`config.mk`:
```
export PLATFORM = sky130hd
export DESIGN_NAME = msk_tx_scheduler
export DESIGN_NICKNAME = d
export VERILOG_FILES = /design/src/rtl/msk_tx_scheduler.sv
export SDC_FILE = /design/constraint.sdc
export NUM_CORES = 1
export LEC_CHECK = 0
export CAP_MARGIN = 20
export CORE_MARGIN = 3
export CORE_UTILIZATION = 49
export CTS_BUF_LIST = sky130_fd_sc_hd__clkbuf_16
export DETAILED_ROUTE_END_ITERATION = 12
export PLACE_DENSITY = 0.87
export RECOVER_POWER = 50
export SYNTH_ARGS = -nofsm -noshare
export SYNTH_HDL_FRONTEND = slang
export SYNTH_SLANG_ARGS = --single-unit
```
`constraint.sdc`:
```
create_clock -name G_CLK_TX -period 2.8 [get_ports G_CLK_TX]
set_clock_uncertainty 0.2 [all_clocks]
set_input_delay 0.56 -clock G_CLK_TX [delete_from_list [all_inputs] [get_ports G_CLK_TX]]
set_output_delay 0.56 -clock G_CLK_TX [all_outputs]
set_load 0.02 [all_outputs]
```
`src/rtl/msk_tx_scheduler.sv`:
```
// msk_tx_scheduler: shares one MSK modulator between two byte requesters,
// round-robin per frame, with a preamble and a modulator reset before each byte.
module msk_tx_scheduler #(
   parameter int                    DATA_WIDTH      = 8,
   parameter int                    SAMPLES_PER_BIT = 32,
   parameter int                    PREAMBLE_LEN    = 2,
   parameter logic [DATA_WIDTH-1:0] PREAMBLE_BYTE   = DATA_WIDTH'(8'h55)
) (
   input  logic                  G_CLK_TX,
   input  logic                  reset,
   input  logic                  abort,
   input  logic [1:0]            req_valid,
   input  logic [DATA_WIDTH-1:0] req_data0,
   input  logic [DATA_WIDTH-1:0] req_data1,
   input  logic [1:0]            req_last,
   output logic [1:0]            req_ready,
   output logic [DATA_WIDTH-1:0] mod_data,
   output logic                  mod_enable,
   output logic                  mod_rst_n,
   output logic [1:0]            grant,
   output logic                  busy,
   output logic                  frame_done,
   output logic                  underrun
);

   localparam int BYTE_CYCLES = DATA_WIDTH * SAMPLES_PER_BIT;
   localparam int CNT_W       = $clog2(BYTE_CYCLES) + 1;
   localparam int PRE_W       = (PREAMBLE_LEN > 1) ? $clog2(PREAMBLE_LEN + 1) : 1;

   localparam logic [CNT_W-1:0] CNT_LAST = CNT_W'(BYTE_CYCLES - 1);

   localparam logic [2:0] S_IDLE     = 3'd0;
   localparam logic [2:0] S_PRE_LOAD = 3'd1;
   localparam logic [2:0] S_PRE_SEND = 3'd2;
   localparam logic [2:0] S_DAT_LOAD = 3'd3;
   localparam logic [2:0] S_DAT_SEND = 3'd4;
   localparam logic [2:0] S_DONE     = 3'd5;

   logic [2:0]            state_q, state_d;
   logic [CNT_W-1:0]      cnt_q, cnt_d;
   logic [PRE_W-1:0]      pre_cnt_q, pre_cnt_d;
   logic                  last_q, last_d;
   logic                  und_seen_q, und_seen_d;
   logic                  last_grant_q, last_grant_d;
   logic [DATA_WIDTH-1:0] mod_data_q, mod_data_d;
   logic                  mod_enable_q, mod_enable_d;
   logic                  mod_rst_n_q, mod_rst_n_d;
   logic [1:0]            grant_q, grant_d;
   logic                  busy_q, busy_d;
   logic                  frame_done_q, frame_done_d;
   logic                  underrun_q, underrun_d;

   logic                  own_valid;
   logic                  own_last;
   logic [DATA_WIDTH-1:0] own_data;
   logic                  byte_end;
   logic                  pick;
   logic                  send_d;

   assign own_valid = |(req_valid & grant_q);
   assign own_last  = |(req_last & grant_q);
   assign own_data  = grant_q[1] ? req_data1 : req_data0;
   assign byte_end  = (cnt_q == CNT_LAST);

   always_comb begin
      state_d      = state_q;
      cnt_d        = '0;
      pre_cnt_d    = pre_cnt_q;
      last_d       = last_q;
      last_grant_d = last_grant_q;
      mod_data_d   = mod_data_q;
      grant_d      = grant_q;
      underrun_d   = 1'b0;
      pick         = 1'b0;

      unique case (state_q)
         S_IDLE: begin
            pre_cnt_d = '0;
            if (|req_valid) begin
               pick         = (&req_valid) ? ~last_grant_q : req_valid[1];
               grant_d      = pick ? 2'b10 : 2'b01;
               last_grant_d = pick;
               state_d      = (PREAMBLE_LEN == 0) ? S_DAT_LOAD : S_PRE_LOAD;
            end
         end
         S_PRE_LOAD: state_d = S_PRE_SEND;
         S_PRE_SEND: begin
            cnt_d = cnt_q + CNT_W'(1);
            if (byte_end) begin
               cnt_d     = '0;
               pre_cnt_d = pre_cnt_q + PRE_W'(1);
               state_d   = (int'(pre_cnt_q) + 1 < PREAMBLE_LEN) ?
                           S_PRE_LOAD : S_DAT_LOAD;
            end
         end
         S_DAT_LOAD: begin
            if (own_valid) begin
               mod_data_d = own_data;
               last_d     = own_last;
               state_d    = S_DAT_SEND;
            end else if (!und_seen_q) begin
               underrun_d = 1'b1;
            end
         end
         S_DAT_SEND: begin
            cnt_d = cnt_q + CNT_W'(1);
            if (byte_end) begin
               cnt_d   = '0;
               state_d = last_q ? S_DONE : S_DAT_LOAD;
            end
         end
         S_DONE:  state_d = S_IDLE;
         default: state_d = S_IDLE;
      endcase

      // abort wins over every transition, including a load in flight
      if (abort && state_q != S_IDLE) begin
         state_d    = S_IDLE;
         cnt_d      = '0;
         underrun_d = 1'b0;
         mod_data_d = mod_data_q;
         last_d     = last_q;
      end

      if (state_d == S_PRE_LOAD) mod_data_d = PREAMBLE_BYTE;
      if (state_d == S_IDLE || state_d == S_DONE) grant_d = 2'b00;

      send_d       = (state_d == S_PRE_SEND) || (state_d == S_DAT_SEND);
      und_seen_d   = (state_d == S_DAT_LOAD) && (und_seen_q || underrun_d);
      mod_enable_d = send_d;
      mod_rst_n_d  = send_d;
      busy_d       = (state_d != S_IDLE) && (state_d != S_DONE);
      frame_done_d = (state_d == S_DONE);
   end

   always_ff @(posedge G_CLK_TX or negedge reset) begin
      if (!reset) begin
         state_q      <= S_IDLE;
         cnt_q        <= '0;
         pre_cnt_q    <= '0;
         last_q       <= 1'b0;
         und_seen_q   <= 1'b0;
         last_grant_q <= 1'b1;
         mod_data_q   <= '0;
         mod_enable_q <= 1'b0;
         mod_rst_n_q  <= 1'b0;
         grant_q      <= 2'b00;
         busy_q       <= 1'b0;
         frame_done_q <= 1'b0;
         underrun_q   <= 1'b0;
      end else begin
         state_q      <= state_d;
         cnt_q        <= cnt_d;
         pre_cnt_q    <= pre_cnt_d;
         last_q       <= last_d;
         und_seen_q   <= und_seen_d;
         last_grant_q <= last_grant_d;
         mod_data_q   <= mod_data_d;
         mod_enable_q <= mod_enable_d;
         mod_rst_n_q  <= mod_rst_n_d;
         grant_q      <= grant_d;
         busy_q       <= busy_d;
         frame_done_q <= frame_done_d;
         underrun_q   <= underrun_d;
      end
   end

   assign req_ready  = (state_q == S_DAT_LOAD) ? grant_q : 2'b00;
   assign mod_data   = mod_data_q;
   assign mod_enable = mod_enable_q;
   assign mod_rst_n  = mod_rst_n_q;
   assign grant      = grant_q;
   assign busy       = busy_q;
   assign frame_done = frame_done_q;
   assign underrun   = underrun_q;

endmodule

```
**Word level (Yosys, flattened, before mapping)**

Index checks and enable logic that the tools add are counted.

- Flip-flop bits (word level): 31
- Bits of input ports: 23
- Output and inout bits: 17
- Logic and storage cells: 86

- Add/subtract/negate cells: 3
- Order comparisons: 1
- Equal/unequal tests: 13
- Muxes and demuxes: 28
- Bitwise logic cells: 4
- Reductions and logical operators: 25

Operators with widths:

| cell | number |
|---|---|
| 8-bit 2-to-1 mux | 5 |
| 9-bit 2-to-1 mux | 3 |
| 3-bit 2-to-1 mux | 6 |
| 3-bit one-hot mux with 5 select lines | 1 |
| 2-bit 2-to-1 mux | 7 |
| 3-bit by 2-bit equality test with 1-bit output (second input constant) | 4 |
| 2-bit nonzero test | 5 |
| 9-bit by 1-bit adder with 9-bit output (second input constant) | 1 |
| 3-bit equality test (second input constant) | 3 |
| 9-bit by 8-bit equality test with 1-bit output (second input constant) | 1 |
| 2-bit AND reduction | 4 |
| 2-bit OR reduction | 4 |
| 3-bit by 1-bit equality test with 1-bit output (second input constant) | 2 |
| 3-bit zero test | 2 |
| 3-bit AND reduction | 2 |
| 3-bit nonzero test | 2 |
| 1-bit 2-to-1 mux | 5 |
| 2-bit bitwise AND | 2 |
| 2-bit one-hot mux with 2 select lines | 1 |
| 2-bit by 1-bit adder with 3-bit output (second input constant) | 1 |
| 1-bit logical AND | 3 |
| 1-bit logical OR | 3 |
| 3-bit by 2-bit less-than comparator with 1-bit output (second input constant) | 1 |
| 3-bit inequality test (second input constant) | 1 |
| 4 further kinds | 5 |

**Depth between registers and ports, before layout**

Gate-level depths: netlist (run 1).

- Depth in word-level cells: 10
- Depth in mapped cells: 7
- Gate-level depth less buffers: 6

**Least setup slack after synthesis (run 1)**

OpenSTA, ideal clock, no wires.

- Path type: flip-flop to flip-flop
- Start point: register cnt_q[0]
- End point: register mod_rst_n_q, in the netlist mod_rst_n
- Library setup time: 111 ps
- Arrival time: 1,700 ps
- Data required time: 2,489 ps
- Setup slack: 789 ps
- Cell stages (with the launch flop): 7
- Path buffers: 1
- Period minus slack after synthesis: 2,011 ps
- Path through: dfrtp_1 ha_1 and4b_4 a311o_1 o211a_1 buf_2 a2111oi_2

- Cells in the longest elaborated chain, start to end: 6
- Elaborated cells on any way between the ends: 8
- Classes of those cells: eq/ne (3); mux (4); reduce/logical (1)

RTL lines:

| element | line | RTL |
|---|---|---|
| from (decl) | 40 | `logic [CNT_W-1:0] cnt_q, cnt_d;` |
| from (signal assigned) | 153 | `cnt_q <= cnt_d;` |
| 9-bit by 8-bit equality test with 1-bit output (*) | 63 | `assign byte_end = (cnt_q == CNT_LAST);` |
| 3-bit 2-to-1 mux, on equally long branches | 107, 89 |  |
| 3-bit one-hot mux with 5 select lines (*) | 76 | `unique case (state_q)` |
| 3-bit 2-to-1 mux (*) | 117 | `if (abort && state_q != S_IDLE) begin` |
| 3-bit by 2-bit equality test with 1-bit output / 3-bit equality test (equally long branches) | 128 | `send_d = (state_d == S_PRE_SEND) \|\| (state_d == S_DAT_SEND);` |
| 1-bit logical OR (*) | 128 |  |
| net mod_enable_d | 46 | `logic mod_enable_q, mod_enable_d;` |
| to (signal assigned) | 160 | `mod_rst_n_q <= mod_rst_n_d;` |
| to (decl) | 47 | `logic mod_rst_n_q, mod_rst_n_d;` |

Mark *: on every way through the listed nets, which the timed path passes. The rest lies on a longest branch.
A chain may end at the register's enable or synchronous reset.

**Final worst setup path (run 1)**

- Start point: register state_q[1]
- End point: output port req_ready[1]

- Cells in the longest elaborated chain, start to end: 2

RTL lines:

| element | line | RTL |
|---|---|---|
| from (decl) | 39 | `logic [2:0] state_q, state_d;` |
| from (signal assigned) | 152 | `state_q <= state_d;` |
| 3-bit by 2-bit equality test with 1-bit output | 168 | `assign req_ready = (state_q == S_DAT_LOAD) ? grant_q : 2'b00;` |
| 2-bit 2-to-1 mux | 168 |  |
| to (decl) | 16 | `output logic [1:0] req_ready,` |

Every way passes these cells.

==> results of run 1 <==
power breakdown:
part           internal [mW]  switching (mW)  total [mW]
clock network          0.318           0.175       0.493
logic                  0.355           0.441       0.796
registers              0.551          0.0904       0.642
cells by family (layout without fill, tap and decap cells):
| group | after synthesis | in the layout | share of synthesized area |
|---|---|---|---|
| and+or+nand+nor | 61 | 61 | 0.199 |
| AOI/OAI and AO/OA | 35 | 35 | 0.182 |
| DFF | 31 | 31 | 0.474 |
| buffers and inverters | 13 | 57 | 0.0374 |
| muxes | 9 | 9 | 0.0549 |
| xor gates and xnor gates | 7 | 7 | 0.0374 |
| adders and majority gates | 2 | 2 | 0.0153 |
cell usage after synthesis (2+ instances only):
| cell | number |
|---|---|
| xor2_1 | 3 |
| inv_1 | 6 |
| buf_4 | 2 |
| a311o_1 | 2 |
| nor3_1 | 2 |
| buf_2 | 4 |
| dfrtp_1 | 30 |
| a31oi_1 | 2 |
| a21oi_1 | 6 |
| and2_1 | 2 |
| nand2_1 | 11 |
| nor4_1 | 2 |
| mux2i_1 | 9 |
| xnor2_1 | 4 |
| a211oi_2 | 5 |
| o21ai_0 | 6 |
| o211ai_1 | 4 |
| nand3_1 | 4 |
| ha_1 | 2 |
| nor2_1 | 25 |
| or3_1 | 2 |
| nand2b_1 | 3 |
through the flow:
step	total power [mW]	util	area (um^2)
6_report	1.93	0.699	2190
5_1_grt	2.04	0.699	2190
4_1_cts	1.95	0.708	2210
3_5_place_dp	1.44	0.664	2080
3_3_place_gp	1.41	0.664	2080
2_1_floorplan	1.17	-	1640
worst paths after layout:
| path | start | end | cells after the start |
|---|---|---|---|
| max reg2reg | cnt_q[0] | grant[0] | 6 |
| min in group asynchronous | reset | pre_cnt_q[0] | 2 |
| min | und_seen_q | underrun | 1 |
| min reg2reg | und_seen_q | underrun | 1 |
| max in group asynchronous | reset | last_grant_q | 2 |
| max | state_q[1] | req_ready[1] | 4 |
per-layer routing:
metal  part of all wire  global-route usage  up-vias  wire [um]
met5                  0                   0        -          0
met4              0.023              0.0889        0         89
met3              0.078              0.0791       14        306
met2               0.47               0.341       65       1850
met1               0.43               0.265      675       1670
li1                   -                   -      658          -
sequential cells by signal, summed over array words and instances, names as in the netlist:
name	flops
und_seen_q	1
frame_done	1
state_q	3
grant	2
mod_data	8
underrun	1
last_grant_q	1
mod_rst_n	1
last_q	1
cnt_q	9
pre_cnt_q	2
busy	1
worst max-delay path, stage by stage (launching register included):
cell	delay [ns]
dfrtp_1	0.46
nand2b_1	0.12
nor2_1	0.17
and2_1	0.17
clkdlybuf4s50_1	0.62
final cells by class:
cell class,count,area [um^2]
repair buffers,43,420
well taps,44,55.1
multi-input cells,114,774
clock buffers,5,125
flip-flops and latches,31,778
inverters,6,22.5
clock inverters,3,11.3
fillers,226,941
timing repair:
item                                   4_1_cts  5_1_grt
resized for setup                            0        1
endpoints found under the hold margin        0        0
setup endpoints to repair                    0        1
hold buffers                                 0        0
buffers inserted                             0        0
==> flow_metrics.tcl, run 1 <==
set metrics [dict create \
    die_area_um2 4080 \
    leakage_nw 0.927 \
    setup_viol 0 \
    antenna_found_initial 0 \
    ys_types 44 \
    clk_pin_slew_ns 0.05 \
    grt_pass1_wl_um 6800 \
    syn_inst 158 \
    ys_async_sr_fraction 1.00 \
    wl_per_cell_um 15.9 \
    avgViaCountPerCell 5.74 \
    synth-seq-cells 31 \
    final_layout_size_suffix_gt1_frac 0.114 \
    rows 20 \
    areaGrowthSynthToFinish_pct 33.3 \
    worst_pin_slew_ns 0.730 \
    io_buffers 39 \
    grt_max_degree 32 \
    die_y_um 63.9 \
    dp_hpwl_um 2850 \
    clock-root-buffer "clkbuf_16" \
    pin_count 40 \
    final_cell_mix "clkdlybuf4s50_1 (34), dfrtp_1 (29), nor2_1 (25)" \
    yosysTopAreaCell "dfrtp_1" \
    numCtsBuffers 5 \
    period_minus_slack_ns 2.58 \
    h-tree-depth 2 \
    diodes 0 \
    hold_ws_ns 0.248 \
    regToRegSetupSlack_ns 0.44 \
    fin_crit_sh 0.920 \
    insertion_delay_ns 0.27 \
    fmax_ghz 0.388 \
    slew_viol_final 0 \
    fin_setup_tns_ns 0 \
    place_congestion 0.828 \
    synth.top_cell.area_share 0.458 \
    pre_cts_slack_ns 0.144 \
    cts_tree "yes" \
    grt_remaining_overflow 0 \
    rsz0062_at_grt "false" \
    first_pass_iters 6 \
    worstHoldPathType "register to register" \
    worst_slack_ns 0.224 \
    synth-warning-count 0 \
    ys.flop_type "dfrtp_1" \
    dr_total_vias 1412 \
    grt_pass1_vias 1414 \
    finalNonFillerCells 246 \
    netlist_area_um2 1640 \
    ant_nets 0 \
    nets 226 \
    vdd_drop_max_mv 0.473 \
    grt_usage 0.216 \
    synth_edf_count 0 \
    cts_buffer_depth 2 \
    initial_core_util 0.524 \
    worstPathArrival_ns 1.82 \
    drv_cap 0 \
    routed_wl_um 3920 \
    end_kind "output pin" \
    critical_path_class "register to output pin" \
    hold_viol 0 \
    coreArea_um2 3130 \
    syn_nets 183 \
    drt_iter0_markers 100 \
    crit_fanout 7 \
    syn_avg_cell_area_um2 10.4 \
    p_per_area_nw_per_um2 883 \
    max_slew_margin 0.509 \
    layout_commonest_cell "clkdlybuf4s50_1" \
    synth_area_leaders "dfrtp_1 (46%), nor2_1 (5.7%), mux2i_1 (5.5%), a211oi_2 (3.8%), nand2_1 (2.5%)" \
    synth-seq-area-share 0.474 \
    dp.cells 238 \
    die_w_um 63.9 \
    drc_errors 0 \
    cp-start-kind "register" \
    clock_sink_count 31 \
    worstPathRequired_ns 2.04 \
    status "complete, no violations" \
]
Note: power is estimated with default switching activity, not from simulation.
==> run 2, diff against run 1 <==
Settings changed: GPL_TIMING_DRIVEN from default to 0.
==> run 2 against run 1 <==
  * Maximum frequency down 1.3%
  * Final area up 0.74%
  * Sequential cell count unchanged
  * Combinational power up 4.5%
  * Critical path type unchanged
  * Critical endpoint unchanged
  * Largest cell class is now multi-input gates
  * Highest routed layer unchanged
==> flow_metrics.tcl, run 2 (synthesized netlist as in run 1, its figures left out) <==
set metrics [dict create \
    clock-root-buffer "clkbuf_16" \
    grt_pass1_vias 1499 \
    diodes 0 \
    first_pass_iters 4 \
    coreArea_um2 3130 \
    hold_ws_ns 0.233 \
    fin_area_um2 2200 \
    drt_iter0_markers 37 \
    antenna_found_initial 0 \
    end_kind "output pin" \
    highest_layer "met4" \
    slowest_stage "clkdlybuf4s50_1" \
    largest_reg_flops 9 \
    die_w_um 63.9 \
    period_minus_slack_ns 2.61 \
    fmax_ghz 0.383 \
    n_fill_cell 225 \
    top_register "cnt_q" \
    fin_setup_tns_ns 0 \
    drv_cap 0 \
    drc_errors 0 \
    critical_path_class "register to output pin" \
    insertion_delay_ns 0.27 \
    cts_buffer_depth 2 \
    grt_usage 0.227 \
    die_y_um 63.9 \
    avgViaCountPerCell 5.51 \
    grt_pass1_wl_um 7170 \
    final_cell_mix "clkdlybuf4s50_1 (34), dfrtp_1 (30), nor2_1 (25)" \
    clock_sink_count 31 \
    cp-start-kind "register" \
    worstHoldPathType "register to register" \
    met2_length_um 1920 \
    dr_total_vias 1378 \
    pin_count 40 \
    worst_pin_slew_ns 1.08 \
    nets 230 \
    rsz0062_at_grt "false" \
    wl_met1_um 1600 \
    max_slew_margin 0.283 \
    r2r-start "state_q[0]" \
    numCtsBuffers 5 \
    fin_crit_sh 0.932 \
    worstHoldStart "und_seen_q" \
    path_cells "buf_2 -> inv_1 -> nor2_1 -> and2_1 -> clkdlybuf4s50_1" \
    final_layout_size_suffix_gt1_frac 0.126 \
    areaGrowthSynthToFinish_pct 34.3 \
    cts_setup_buffers 0 \
    slew_viol_final 0 \
    vdd_drop_max_mv 0.516 \
    hold_viol 0 \
    clk_pin_slew_ns 0.05 \
    leakage_nw 0.937 \
    crit_path_max_incr_delay_ns 0.60 \
    placed_area_um2 2110 \
    setup_viol 0 \
    worstPathArrival_ns 1.85 \
    grt_max_degree 21 \
    worstSetupStartpoint "state_q[0]" \
    regToRegSetupSlack_ns 0.46 \
    initial_core_util 0.524 \
    grt_remaining_overflow 0 \
    place_congestion 0.763 \
    routed_wl_um 3890 \
    cts_resized 0 \
    status "complete, no violations" \
    io_buffers 39 \
    die_area_um2 4080 \
    crit_fanout 10 \
    wl_met3_um 283 \
    dp_hpwl_um 2940 \
    final_util 0.704 \
    cts_hold_buffers 0 \
    worstPathRequired_ns 2.04 \
    rows 20 \
    cts_tree "yes" \
    ant_nets 0 \
    layout_commonest_cell "clkdlybuf4s50_1" \
    p_per_area_nw_per_um2 876 \
    h-tree-depth 2 \
    wl_per_cell_um 15.6 \
]
run 2: critical path: cells and delay by family, from the launching register on:
kind	cells	cell delay, ns
buffers and inverters	3	0.89
DFF	1	0.33
and+or+nand+nor	2	0.36
run 2: stage by stage:
step	setup slack (ns)	instances	power, mW
2_1_floorplan	0.789	158	1.17
3_3_place_gp	0.197	241	1.42
3_5_place_dp	0.144	242	1.46
4_1_cts	0.0271	250	1.97
5_1_grt	0.102	250	2.06
6_report	0.189	250	1.93
run 2: per-layer routing:
metal  GRT usage  up-vias
li1            -      657
met1       0.266      666
met2       0.363       46
met3      0.0896        9
met4       0.102        0
met5           0        -
run 2: power by group:
part           total (mW)  leakage [nW]  switching, mW  internal, mW
sequential          0.604         0.400         0.0547         0.550
clock               0.494        0.0701          0.176         0.319
combinational       0.832         0.466          0.469         0.363
total                1.93         0.937          0.699          1.23
run 2: worst paths after layout:
path	to	cells after the start
min reg2reg	underrun	1
min in group asynchronous	cnt_q[3]	1
max reg2reg	busy	6
max in group asynchronous	grant[0]	2
max	req_ready[1]	5
min	underrun	1
run 2: area by class of cell:
cell class | count | area, um^2 | area share
timing repair buffer | 40 | 394 | 0.179
clock buffer | 5 | 125 | 0.0568
buffer | 7 | 40.0 | 0.0182
clock inverter | 3 | 11.3 | 0.00511
multi-input combinational | 114 | 778 | 0.353
tap | 44 | 55.1 | 0.0250
sequential | 31 | 777 | 0.353
inverter | 6 | 22.5 | 0.0102
